[src/rtl/dmem_arbiter.sv]
`default_nettype none
// ============================================================================
// Module   : dmem_arbiter
// Function : Shares a single-port data memory between the CPU MEM stage and a
//            DMA/loader port; CPU-priority with a DMA starvation limit.
// Revision : 1.0 - initial release
// ============================================================================
module dmem_arbiter #(
    parameter int DATA_WIDTH   = 32,
    parameter int ADDR_WIDTH   = 32,
    parameter int MEM_SIZE     = 128,
    parameter int STARVE_LIMIT = 4
) (
    input  logic                  clk,
    input  logic                  rst_n,

    // CPU (MEM stage) port
    input  logic                  cpu_req,
    input  logic                  cpu_we,
    input  logic [ADDR_WIDTH-1:0] cpu_addr,
    input  logic [DATA_WIDTH-1:0] cpu_wdata,
    output logic [DATA_WIDTH-1:0] cpu_rdata,
    output logic                  cpu_stall,
    output logic                  cpu_err,
    output logic                  err_flag,

    // DMA / loader port
    input  logic                  dma_valid,
    input  logic                  dma_we,
    input  logic [ADDR_WIDTH-1:0] dma_addr,
    input  logic [DATA_WIDTH-1:0] dma_wdata,
    output logic                  dma_ready,
    output logic [DATA_WIDTH-1:0] dma_rdata,
    output logic                  dma_rvalid,

    // Memory side
    output logic                  mem_wr_en,
    output logic [ADDR_WIDTH-1:0] mem_addr,
    output logic [DATA_WIDTH-1:0] mem_wr_data,
    input  logic [DATA_WIDTH-1:0] mem_rd_data
);

    // Four bits cover the full legal STARVE_LIMIT range of 1..15.
    localparam int                     c_cnt_width    = 4;
    localparam logic [c_cnt_width-1:0] c_starve_limit = c_cnt_width'(STARVE_LIMIT);
    localparam logic [ADDR_WIDTH-1:0]  c_mem_size     = ADDR_WIDTH'(MEM_SIZE);

    logic [c_cnt_width-1:0] r_wait_cnt;
    logic                   r_err_flag;
    logic [DATA_WIDTH-1:0]  r_dma_rdata;
    logic                   r_dma_rvalid;

    logic [ADDR_WIDTH-1:0]  w_cpu_word;
    logic                   w_cpu_misaligned;
    logic                   w_cpu_out_of_range;
    logic                   w_cpu_err;
    logic                   w_dma_in_range;
    logic                   w_force_dma;
    logic                   w_gnt_dma;
    logic                   w_gnt_cpu;

    // ------------------------------------------------------------------
    // CPU address decode
    // ------------------------------------------------------------------
    assign w_cpu_word         = cpu_addr >> 2;
    assign w_cpu_misaligned   = (cpu_addr[1:0] != 2'b00);
    assign w_cpu_out_of_range = (w_cpu_word >= c_mem_size);
    assign w_cpu_err          = cpu_req & (w_cpu_misaligned | w_cpu_out_of_range);
    assign w_dma_in_range     = (dma_addr < c_mem_size);

    // ------------------------------------------------------------------
    // Grant: CPU first, unless DMA has waited STARVE_LIMIT cycles.
    // Both grants are held off while in reset so nothing reaches memory.
    // ------------------------------------------------------------------
    assign w_force_dma = dma_valid & (r_wait_cnt == c_starve_limit);
    assign w_gnt_dma   = rst_n & dma_valid & (~cpu_req | w_force_dma);
    assign w_gnt_cpu   = rst_n & cpu_req & ~w_gnt_dma;

    assign dma_ready   = w_gnt_dma;
    assign cpu_stall   = rst_n & cpu_req & ~w_gnt_cpu;
    assign cpu_err     = w_cpu_err;
    assign cpu_rdata   = (w_gnt_cpu & ~w_cpu_err) ? mem_rd_data : '0;

    // ------------------------------------------------------------------
    // Memory request mux
    // ------------------------------------------------------------------
    always_comb begin
        mem_addr    = '0;
        mem_wr_data = '0;
        mem_wr_en   = 1'b0;
        if (w_gnt_cpu) begin
            mem_addr    = w_cpu_word;
            mem_wr_data = cpu_wdata;
            mem_wr_en   = cpu_we & ~w_cpu_err;
        end else if (w_gnt_dma) begin
            mem_addr    = dma_addr;
            mem_wr_data = dma_wdata;
            mem_wr_en   = dma_we & w_dma_in_range;
        end
    end

    // ------------------------------------------------------------------
    // Starvation counter, sticky error flag and DMA read return
    // ------------------------------------------------------------------
    always_ff @(posedge clk) begin
        if (!rst_n) begin
            r_wait_cnt   <= '0;
            r_err_flag   <= 1'b0;
            r_dma_rdata  <= '0;
            r_dma_rvalid <= 1'b0;
        end else begin
            if (w_gnt_dma || !dma_valid) begin
                r_wait_cnt <= '0;
            end else if (r_wait_cnt != c_starve_limit) begin
                r_wait_cnt <= r_wait_cnt + 1'b1;
            end

            if (w_gnt_cpu && w_cpu_err) begin
                r_err_flag <= 1'b1;
            end

            // Out-of-range DMA reads complete normally but return zero.
            if (w_gnt_dma && !dma_we) begin
                r_dma_rdata  <= w_dma_in_range ? mem_rd_data : '0;
                r_dma_rvalid <= 1'b1;
            end else begin
                r_dma_rvalid <= 1'b0;
            end
        end
    end

    assign err_flag   = r_err_flag;
    assign dma_rdata  = r_dma_rdata;
    assign dma_rvalid = r_dma_rvalid;

endmodule
`default_nettype wire

[config.mk]
export PLATFORM = sky130hd
export DESIGN_NAME = dmem_arbiter
export DESIGN_NICKNAME = d
export VERILOG_FILES = /design/src/rtl/dmem_arbiter.sv
export SDC_FILE = /design/constraint.sdc
export NUM_CORES = 1
export LEC_CHECK = 0
export CAP_MARGIN = 20
export CORE_AREA = 2 2 118 120
export CTS_CLUSTER_DIAMETER = 40
export DETAILED_ROUTE_END_ITERATION = 8
export DIE_AREA = 0 0 120 122
export GPL_TIMING_DRIVEN = 0
export HOLD_SLACK_MARGIN = 0.12
export PLACE_DENSITY = 0.66
export RECOVER_POWER = 50
export SETUP_SLACK_MARGIN = 0.15
export SLEW_MARGIN = 30
export SYNTH_ARGS = -nofsm -noshare
export SYNTH_HDL_FRONTEND = slang
export SYNTH_SLANG_ARGS = --single-unit
[constraint.sdc]
create_clock -name clk -period 4.8 [get_ports clk]
set_input_delay 0.96 -clock clk [delete_from_list [all_inputs] [get_ports clk]]
set_output_delay 0.96 -clock clk [all_outputs]
set_load 0.01 [all_outputs]
==> impl_metrics.py, run 1 <==
metrics = {
    "outcome": {
        "status": "finished clean",
    },
    "yosys": {
        "synthArstFlopShare": 0,
        "synth_most_common_cell": "a22o_1",
        "synth_cell_type_count": 31,
        "synth_area_leaders": "dfxtp_1 32%, a22o_1 26%, a22o_2 9.5%",
        "synth_area_um2": 2410,
        "syn_area_per_cell_um2": 8.75,
        "ys.flop_type": "dfxtp_1",
        "synth_top_cell_by_area": "dfxtp_1",
        "synth.net_count": 444,
        "ys_seq_elements": 38,
        "synthTopCellsByCount": "72 x a22o_1, 38 x dfxtp_1, 35 x inv_1",
        "synth_edf_count": 0,
        "yosysWarnings": 0,
        "synth_top_area_frac": 0.315,
        "seq_area_frac_synth": 0.315,
        "syn-instance-count": 276,
    },
    "placement": {
        "gp_congestion": 0.910,
        "dpl_worst_slack_ps": 200,
        "dp_hpwl_um": 11900,
        "portBuffers": 299,
    },
    "timing": {
        "finalWorstSetupSlack_ps": 270,
        "rsz0062_at_grt": "no",
        "layout_min_cycle_time_ps": 4530,
        "worst_slew_pin_slew_ps": 606,
        "setup_viol": 0,
        "min_period_over_period": 0.944,
        "drv_slew": 0,
        "timing.fmax_mhz": 221,
        "setup_tns_ps": 0,
        "slew_headroom": 0.595,
        "skew_ps": 3.18,
        "whs_ps": 475,
        "hold_violations": 0,
    },
    "critical_path": {
        "cp_max_fo": 10,
        "worstPathArrival_ps": 3570,
        "start_kind": "input port",
        "path_class": "input port to primary output",
        "endpoint_kind": "primary output",
        "critPathRequiredTime_ps": 3840,
    },
    "pwr": {
        "p_per_area_nw_per_um2": 187,
        "p_leak_nw": 2.36,
        "power.total_mw": 1.08,
        "ir_worst_vdd_v": 0.000106,
    },
    "clock_network": {
        "clock-root-buffer": "clkbuf_16",
        "cts_buffers": 5,
        "clk_path_buf_depth": 2,
        "cts_tree": "yes",
        "cts.sinks": 38,
        "clock_latency_ps": 280,
        "clk_pin_slew_ps": 60,
        "post_cts_buffers": 0,
        "htreeDepth": 2,
    },
    "cells_and_area": {
        "area_growth_pct": 140,
        "fin_nets": 750,
        "fillerInstances": 1307,
        "final_core_util": 0.428,
        "drive_gt1_frac": 0.0789,
        "n_antenna_cell": 0,
    },
    "floorplanning": {
        "start_util": 0.179,
        "row_count": 43,
        "pin_count": 300,
        "core_area_um2": 13500,
        "die_area_um2": 14600,
        "die_w_um": 120,
        "die_height_um": 122,
    },
    "global_routing": {
        "grt_pass1_vias": 3499,
        "grt_pass1_wl_um": 19900,
        "grt_remaining_overflow": 0,
        "grt_start_max_net_pins": 13,
        "globalRouteTotalUtil": 0.179,
        "antenna_found_initial": 0,
    },
    "routing": {
        "totalWireLength_um": 13900,
        "drtPass1Iterations": 4,
        "drt-vias-per-instance": 4.57,
        "drc_errors": 0,
        "wl_per_cell_um": 18.2,
        "route.vias.total": 3486,
        "drtIter0Drc": 141,
        "ant_nets": 0,
    },
    "worst_hold_path": {
        "hold_path.class": "flip-flop to flip-flop",
    },
    "run": {
        "maxCapViolCount": 0,
    },
}
power by group:
group	internal [mW]	switching (mW)	leakage (nW)
registers	0.317	0.000814	0.306
clock network	0.312	0.127	0.0971
logic	0.205	0.119	1.96
stage by stage:
step,instance area [µm²],std cells
finish,5780,763
global route,5780,763
CTS,5830,763
detailed placement,5630,755
global placement,5630,755
floorplan,2410,276
sequential cells by signal (all words and copies together) (netlist names):
name	flops
err_flag	1
dma_rvalid	1
dma_rdata	32
r_wait_cnt	4
kinds of logic (layout without fill, tap and decap cells):
family | count (synthesis) | count (layout) | synth area share
AO/OA/AOI/OAI | 101 | 101 | 0.380
XOR/XNOR | 2 | 2 | 0.00726
flip-flops | 38 | 38 | 0.315
adder cells (fa/ha/maj) | 2 | 2 | 0.0104
AND/OR/NAND/NOR | 71 | 71 | 0.168
buffers and inverters | 62 | 369 | 0.120
final timing paths:
check,startpoint,endpoint,slack [ps],depth (start not counted)
max,cpu_addr[17],cpu_rdata[8],270,8
min,dma_rdata[6]$_SDFFE_PN0P_,dma_rdata[6]$_SDFFE_PN0P_,470,1
max reg2reg,r_wait_cnt[0]$_SDFFE_PP0P_,dma_rdata[8]$_SDFFE_PN0P_,2360,7
min reg2reg,dma_rdata[6]$_SDFFE_PN0P_,dma_rdata[6]$_SDFFE_PN0P_,470,1
cells in the final DEF (no fill, tap or decap), drive strengths merged, types with 3 or more instances in the layout:
cell and n:
buf 10, nor3 34, dlygate4sd3 44, nand4 3
clkbuf 23, nand2 4, nand3 3, nor4 11
a22o 95, inv 35, nor2 6, dfxtp 38
clkdlybuf4s50 255, and2 4
repair_timing:
| action | 4_1_cts | 5_1_grt |
|---|---|---|
| endpoints found under the hold margin | 0 | 0 |
| resized for setup | 0 | 2 |
| endpoints found under the setup margin | 0 | 1 |
| hold buffers | 0 | 0 |
layer usage:
metal / GRT usage / part of all wire / vias up
met5: 0 / 0 / -
met4: 0.0713 / 0.026 / 0
met3: 0.0492 / 0.089 / 22
met2: 0.326 / 0.51 / 223
met1: 0.195 / 0.37 / 1579
li1: - / - / 1662
area by class of cell:
class                   count  area [µm²]  area share
clock inverters             2        60.1      0.0104
flip-flops and latches     38         761       0.132
well taps                 180         225      0.0389
clock buffers               6         139      0.0240
multi-input cells         176        1340       0.232
plain buffers              27         134      0.0231
repair buffers            299        2990       0.517
inverters                  35         131      0.0227
worst max-delay path, cell delays in order:
cell and delay [ps]:
clkdlybuf4s50_1 450, nor4_1 340, nand3_1 130, a211o_1 320, clkbuf_1 260, buf_2 270, nor3_1 240, clkdlybuf4s50_1 600
Power figures use the tool's default switching activity.
==> run 2: changes to the inputs <==
--- a/config.mk
+++ b/config.mk
@@ -8,6 +8,7 @@
 export CAP_MARGIN = 20
 export CORE_AREA = 2 2 118 120
 export CTS_CLUSTER_DIAMETER = 40
+export CTS_CLUSTER_SIZE = 20
 export DETAILED_ROUTE_END_ITERATION = 8
 export DIE_AREA = 0 0 120 122
 export GPL_TIMING_DRIVEN = 0
==> constraint.sdc (replaced) <==
create_clock -name clk -period 4.8 [get_ports clk]
set_input_delay 0.96 -clock clk [delete_from_list [all_inputs] [get_ports clk]]
set_output_delay 0.96 -clock clk [all_outputs]
set_load 0.02 [all_outputs]
==> impl_metrics.py, run 2 (synthesized netlist as in run 1, its figures left out) <==
metrics = {
    "routing": {
        "route.vias.total": 3470,
        "wl_per_cell_um": 18.2,
        "ant_nets": 0,
        "totalWireLength_um": 13900,
        "drtPass1Iterations": 4,
        "drtIter0Drc": 112,
        "drt-vias-per-instance": 4.55,
        "drc_errors": 0,
    },
    "pwr": {
        "ir_worst_vdd_v": 0.000107,
        "p_comb_frac": 0.316,
        "clockPowerShare": 0.397,
        "p_per_area_nw_per_um2": 192,
        "intPower_uw": 834,
        "switching_share": 0.247,
        "p_switching_uw": 274,
        "seq_power_share": 0.287,
        "p_leak_nw": 2.38,
    },
    "cells_and_area": {
        "fin_nets": 750,
        "fillerInstances": 1307,
        "final_common_cell": "clkdlybuf4s50_1",
        "n_antenna_cell": 0,
        "final_core_util": 0.427,
        "mostFrequentLayoutCells": "251 x clkdlybuf4s50_1, 72 x a22o_1, 42 x dlygate4sd3_1",
        "largest_reg_flops": 32,
        "drive_gt1_frac": 0.0823,
        "area_growth_pct": 139,
    },
    "floorplanning": {
        "die_w_um": 120,
        "pin_count": 300,
        "die_height_um": 122,
        "row_count": 43,
        "core_area_um2": 13500,
        "start_util": 0.179,
        "die_area_um2": 14600,
    },
    "outcome": {
        "status": "finished clean",
    },
    "run": {
        "maxCapViolCount": 0,
    },
    "clock_network": {
        "holdBufCountCts": 0,
        "cts.sinks": 38,
        "clock-root-buffer": "clkbuf_16",
        "post_cts_buffers": 0,
        "clk_path_buf_depth": 2,
        "cts_tree": "yes",
        "cts_buffers": 5,
        "clock_latency_ps": 280,
        "htreeDepth": 2,
        "clk_pin_slew_ps": 60,
    },
    "worst_hold_path": {
        "hold_path.class": "flip-flop to flip-flop",
        "hold_depth": 1,
    },
    "critical_path": {
        "critPathRequiredTime_ps": 3840,
        "path_class": "input port to primary output",
        "rr_worst_depth": 7,
        "cp_max_fo": 10,
        "endpoint_kind": "primary output",
        "start_kind": "input port",
        "worstPathArrival_ps": 3580,
    },
    "placement": {
        "gp_congestion": 0.910,
        "dp_hpwl_um": 11900,
        "portBuffers": 299,
    },
    "timing": {
        "whs_ps": 475,
        "rsz0062_at_grt": "no",
        "setup_viol": 0,
        "setup_tns_ps": 0,
        "timing.fmax_mhz": 220,
        "hold_violations": 0,
        "drv_slew": 0,
        "worst_slew_pin_slew_ps": 606,
        "layout_min_cycle_time_ps": 4540,
        "skew_ps": 4.23,
        "min_period_over_period": 0.946,
        "slew_headroom": 0.595,
    },
    "global_routing": {
        "grt_start_max_net_pins": 13,
        "antenna_found_initial": 0,
        "globalRouteTotalUtil": 0.179,
        "grt_pass1_vias": 3499,
        "grt_pass1_wl_um": 19900,
        "grt_remaining_overflow": 0,
    },
}
## run 2: cell types whose count changed in the layout (fill, tap and decap cells not counted)
cell / delta
a21oi_1: -1
a21oi_2: +1
buf_2: +1
clkbuf_1: +2
clkdlybuf4s50_1: -4
dlygate4sd2_1: +2
dlygate4sd3_1: -2
dlymetal6s2s_1: +1
## run 2: cell type report
cell class                      count  area, µm²  share of cell area
Timing Repair Buffer              299       2970               0.515
Multi-Input combinational cell    176       1350               0.233
Sequential cell                    38        761               0.132
Tap cell                          180        225              0.0390
Clock buffer                        6        139              0.0241
Buffer                             27        135              0.0234
Inverter                           35        131              0.0228
Clock inverter                      2       60.1              0.0104
## run 2: worst paths after layout
| check | startpoint | endpoint | slack [ps] |
|---|---|---|---|
| max | cpu_req | mem_addr[13] | 260 |
| max reg2reg | r_wait_cnt[0]$_SDFFE_PP0P_ | dma_rdata[8]$_SDFFE_PN0P_ | 2350 |
| min reg2reg | dma_rdata[6]$_SDFFE_PN0P_ | dma_rdata[6]$_SDFFE_PN0P_ | 470 |
| min | dma_rdata[6]$_SDFFE_PN0P_ | dma_rdata[6]$_SDFFE_PN0P_ | 470 |
## run 2: what timing repair did
action | in CTS | in global routing
pin swaps | 0 | 0
endpoints found under the hold margin | 0 | 0
endpoints found under the setup margin | 2 | 6
gates resized for setup | 2 | 6
## run 2: critical path, stage by stage
cell and delay (ps):
dlygate4sd3_1 710, nand2_1 130, a21oi_2 480, clkbuf_1 450, a22o_1 210, clkdlybuf4s50_1 630
## run 2: per-layer routing
layer | global-route usage | wire length, µm | vias up
met3 | 0.0492 | 1240 | 20
met4 | 0.0713 | 331 | 0
met2 | 0.326 | 7160 | 220
li1 | - | - | 1659
met5 | 0 | 0 | -
met1 | 0.195 | 5180 | 1571
## run 2: power by group through the flow
| stage | combinational (mW) | sequential [mW] | clock [mW] |
|---|---|---|---|
| after detailed placement | 0.354 | 0.325 | 0 |
| final | 0.350 | 0.318 | 0.440 |
| after CTS | 0.355 | 0.318 | 0.454 |
| after global routing | 0.368 | 0.318 | 0.468 |
| after global placement | 0.352 | 0.325 | 0 |
| after floorplan | 0.110 | 0.326 | 0 |
## run 2: through the flow
stage	total power, mW	std cells	instance area (µm²)	setup WS, ps
6_report	1.11	763	5770	259
5_1_grt	1.15	763	5770	86.9
4_1_cts	1.13	763	5830	237
3_5_place_dp	0.678	755	5630	133
3_3_place_gp	0.676	755	5630	171
2_1_floorplan	0.436	276	2410	1490
==> run 3: changes to the inputs <==
==> constraint.sdc (replaced) <==
create_clock -name clk -period 5.3 [get_ports clk]
set_input_delay 1.06 -clock clk [delete_from_list [all_inputs] [get_ports clk]]
set_output_delay 1.06 -clock clk [all_outputs]
set_load 0.02 [all_outputs]
==> impl_metrics.py, run 3 (synthesized netlist as in run 1, its figures left out) <==
metrics = {
    "worst_hold_path": {
        "hold_path.class": "flip-flop to flip-flop",
        "hold_depth": 1,
        "hold_end": "dma_rdata[6]$_SDFFE_PN0P_",
        "worstHoldStart": "dma_rdata[6]$_SDFFE_PN0P_",
    },
    "critical_path": {
        "critPathRequiredTime_ps": 4240,
        "worstPathArrival_ps": 3840,
        "rr_worst_depth": 7,
        "r2r-end": "dma_rdata[8]$_SDFFE_PN0P_",
        "crit_start": "cpu_req",
        "r2r_start": "r_wait_cnt[0]$_SDFFE_PP0P_",
        "ff2ff_setup_slack_ps": 2860,
        "path_class": "input port to primary output",
        "endpoint_kind": "primary output",
        "start_kind": "input port",
        "cp_max_fo": 10,
    },
    "cells_and_area": {
        "n_antenna_cell": 0,
        "fin_nets": 750,
        "final_common_cell": "clkdlybuf4s50_1",
        "final_core_util": 0.428,
        "area_growth_pct": 140,
        "final_cells": 763,
        "largest_reg_flops": 32,
        "drive_gt1_frac": 0.0789,
        "mostFrequentLayoutCells": "252 x clkdlybuf4s50_1, 72 x a22o_1, 47 x dlygate4sd3_1",
    },
    "timing": {
        "setup_tns_ps": 0,
        "timing.fmax_mhz": 204,
        "slew_headroom": 0.593,
        "layout_min_cycle_time_ps": 4900,
        "drv_slew": 0,
        "hold_violations": 0,
        "setup_viol": 0,
        "skew_ps": 4.38,
        "rsz0062_at_grt": "no",
        "worst_slew_pin_slew_ps": 611,
        "min_period_over_period": 0.925,
    },
    "placement": {
        "portBuffers": 299,
        "dp_hpwl_um": 11900,
        "dp_cells": 755,
        "gp_congestion": 0.910,
    },
    "floorplanning": {
        "die_w_um": 120,
        "die_height_um": 122,
        "start_util": 0.179,
        "row_count": 43,
        "core_area_um2": 13500,
        "die_area_um2": 14600,
        "pin_count": 300,
    },
    "global_routing": {
        "grt_pass1_vias": 3499,
        "grt_remaining_overflow": 0,
        "antenna_found_initial": 0,
        "globalRouteTotalUtil": 0.179,
        "grt_start_max_net_pins": 13,
        "grt_pass1_wl_um": 19900,
    },
    "routing": {
        "wl_per_cell_um": 18.2,
        "ant_nets": 0,
        "drc_errors": 0,
        "drtIter0Drc": 142,
        "drt-vias-per-instance": 4.55,
        "route.vias.total": 3469,
        "totalWireLength_um": 13900,
        "drtPass1Iterations": 4,
    },
    "pwr": {
        "p_per_area_nw_per_um2": 173,
        "power.total_mw": 1.00,
        "ir_worst_vdd_v": 0.0000973,
        "p_leak_nw": 2.36,
    },
    "run": {
        "maxCapViolCount": 0,
    },
    "clock_network": {
        "post_cts_buffers": 0,
        "cts_buffers": 5,
        "holdBufCountCts": 0,
        "cts_tree": "yes",
        "clk_pin_slew_ps": 60,
        "clock-root-buffer": "clkbuf_16",
        "htreeDepth": 2,
        "cts.sinks": 38,
        "clock_latency_ps": 280,
        "clk_path_buf_depth": 2,
        "cts_resized": 0,
    },
    "outcome": {
        "status": "finished clean",
    },
}
run 3: cell types whose count changed in the layout (fill, tap and decap cells not counted), sizes merged:
cell and delta:
clkbuf -3, dlymetal6s2s -1, dlygate4sd2 -2, dlygate4sd3 +5, clkdlybuf4s50 +1
run 3: layout make-up:
class	instances	area [µm²]
fill	1306	7720
inverter	35	131
sequential	38	761
multi-input combinational	176	1340
clock inverter	2	60.1
timing repair buffer	299	2990
clock buffer	6	139
tap	180	225
buffer	27	134
run 3: worst max-delay path by stage:
stage | to | slack (ps)
6_report | mem_addr[6] | 400
5_1_grt | cpu_rdata[8] | 230
4_1_cts | cpu_rdata[8] | 430
3_5_place_dp | cpu_rdata[8] | 430
3_3_place_gp | cpu_rdata[8] | 470
2_1_floorplan | cpu_rdata[10] | 1790
run 3: routing by layer:
metal | up-vias | track usage | wire [µm] | share of wire
met4 | 0 | 0.0713 | 355 | 0.026
met3 | 22 | 0.0492 | 1290 | 0.093
li1 | 1660 | - | - | -
met2 | 220 | 0.326 | 7120 | 0.51
met5 | - | 0 | 0 | 0
met1 | 1567 | 0.195 | 5120 | 0.37
run 3: through the flow:
| stage | worst slack (ps) | cell area (µm²) | hold WS [ps] |
|---|---|---|---|
| finish | 400 | 5780 | 475 |
| global route | 234 | 5780 | 487 |
| CTS | 432 | 5830 | 481 |
| detailed placement | 433 | 5630 | 463 |
| global placement | 471 | 5630 | 439 |
| floorplan | 1790 | 2410 | 430 |
run 3: critical path, cell delays in order:
cell and delay (ps):
dlygate4sd3_1 710, nand2_1 130, a21oi_2 490, clkbuf_1 530, a22o_1 240, dlygate4sd3_1 680
run 3: report_power, final:
part	internal [mW]	switching [mW]	leakage (nW)
logic	0.185	0.131	1.96
clock network	0.282	0.116	0.0971
registers	0.287	0.000738	0.306
total	0.755	0.248	2.36
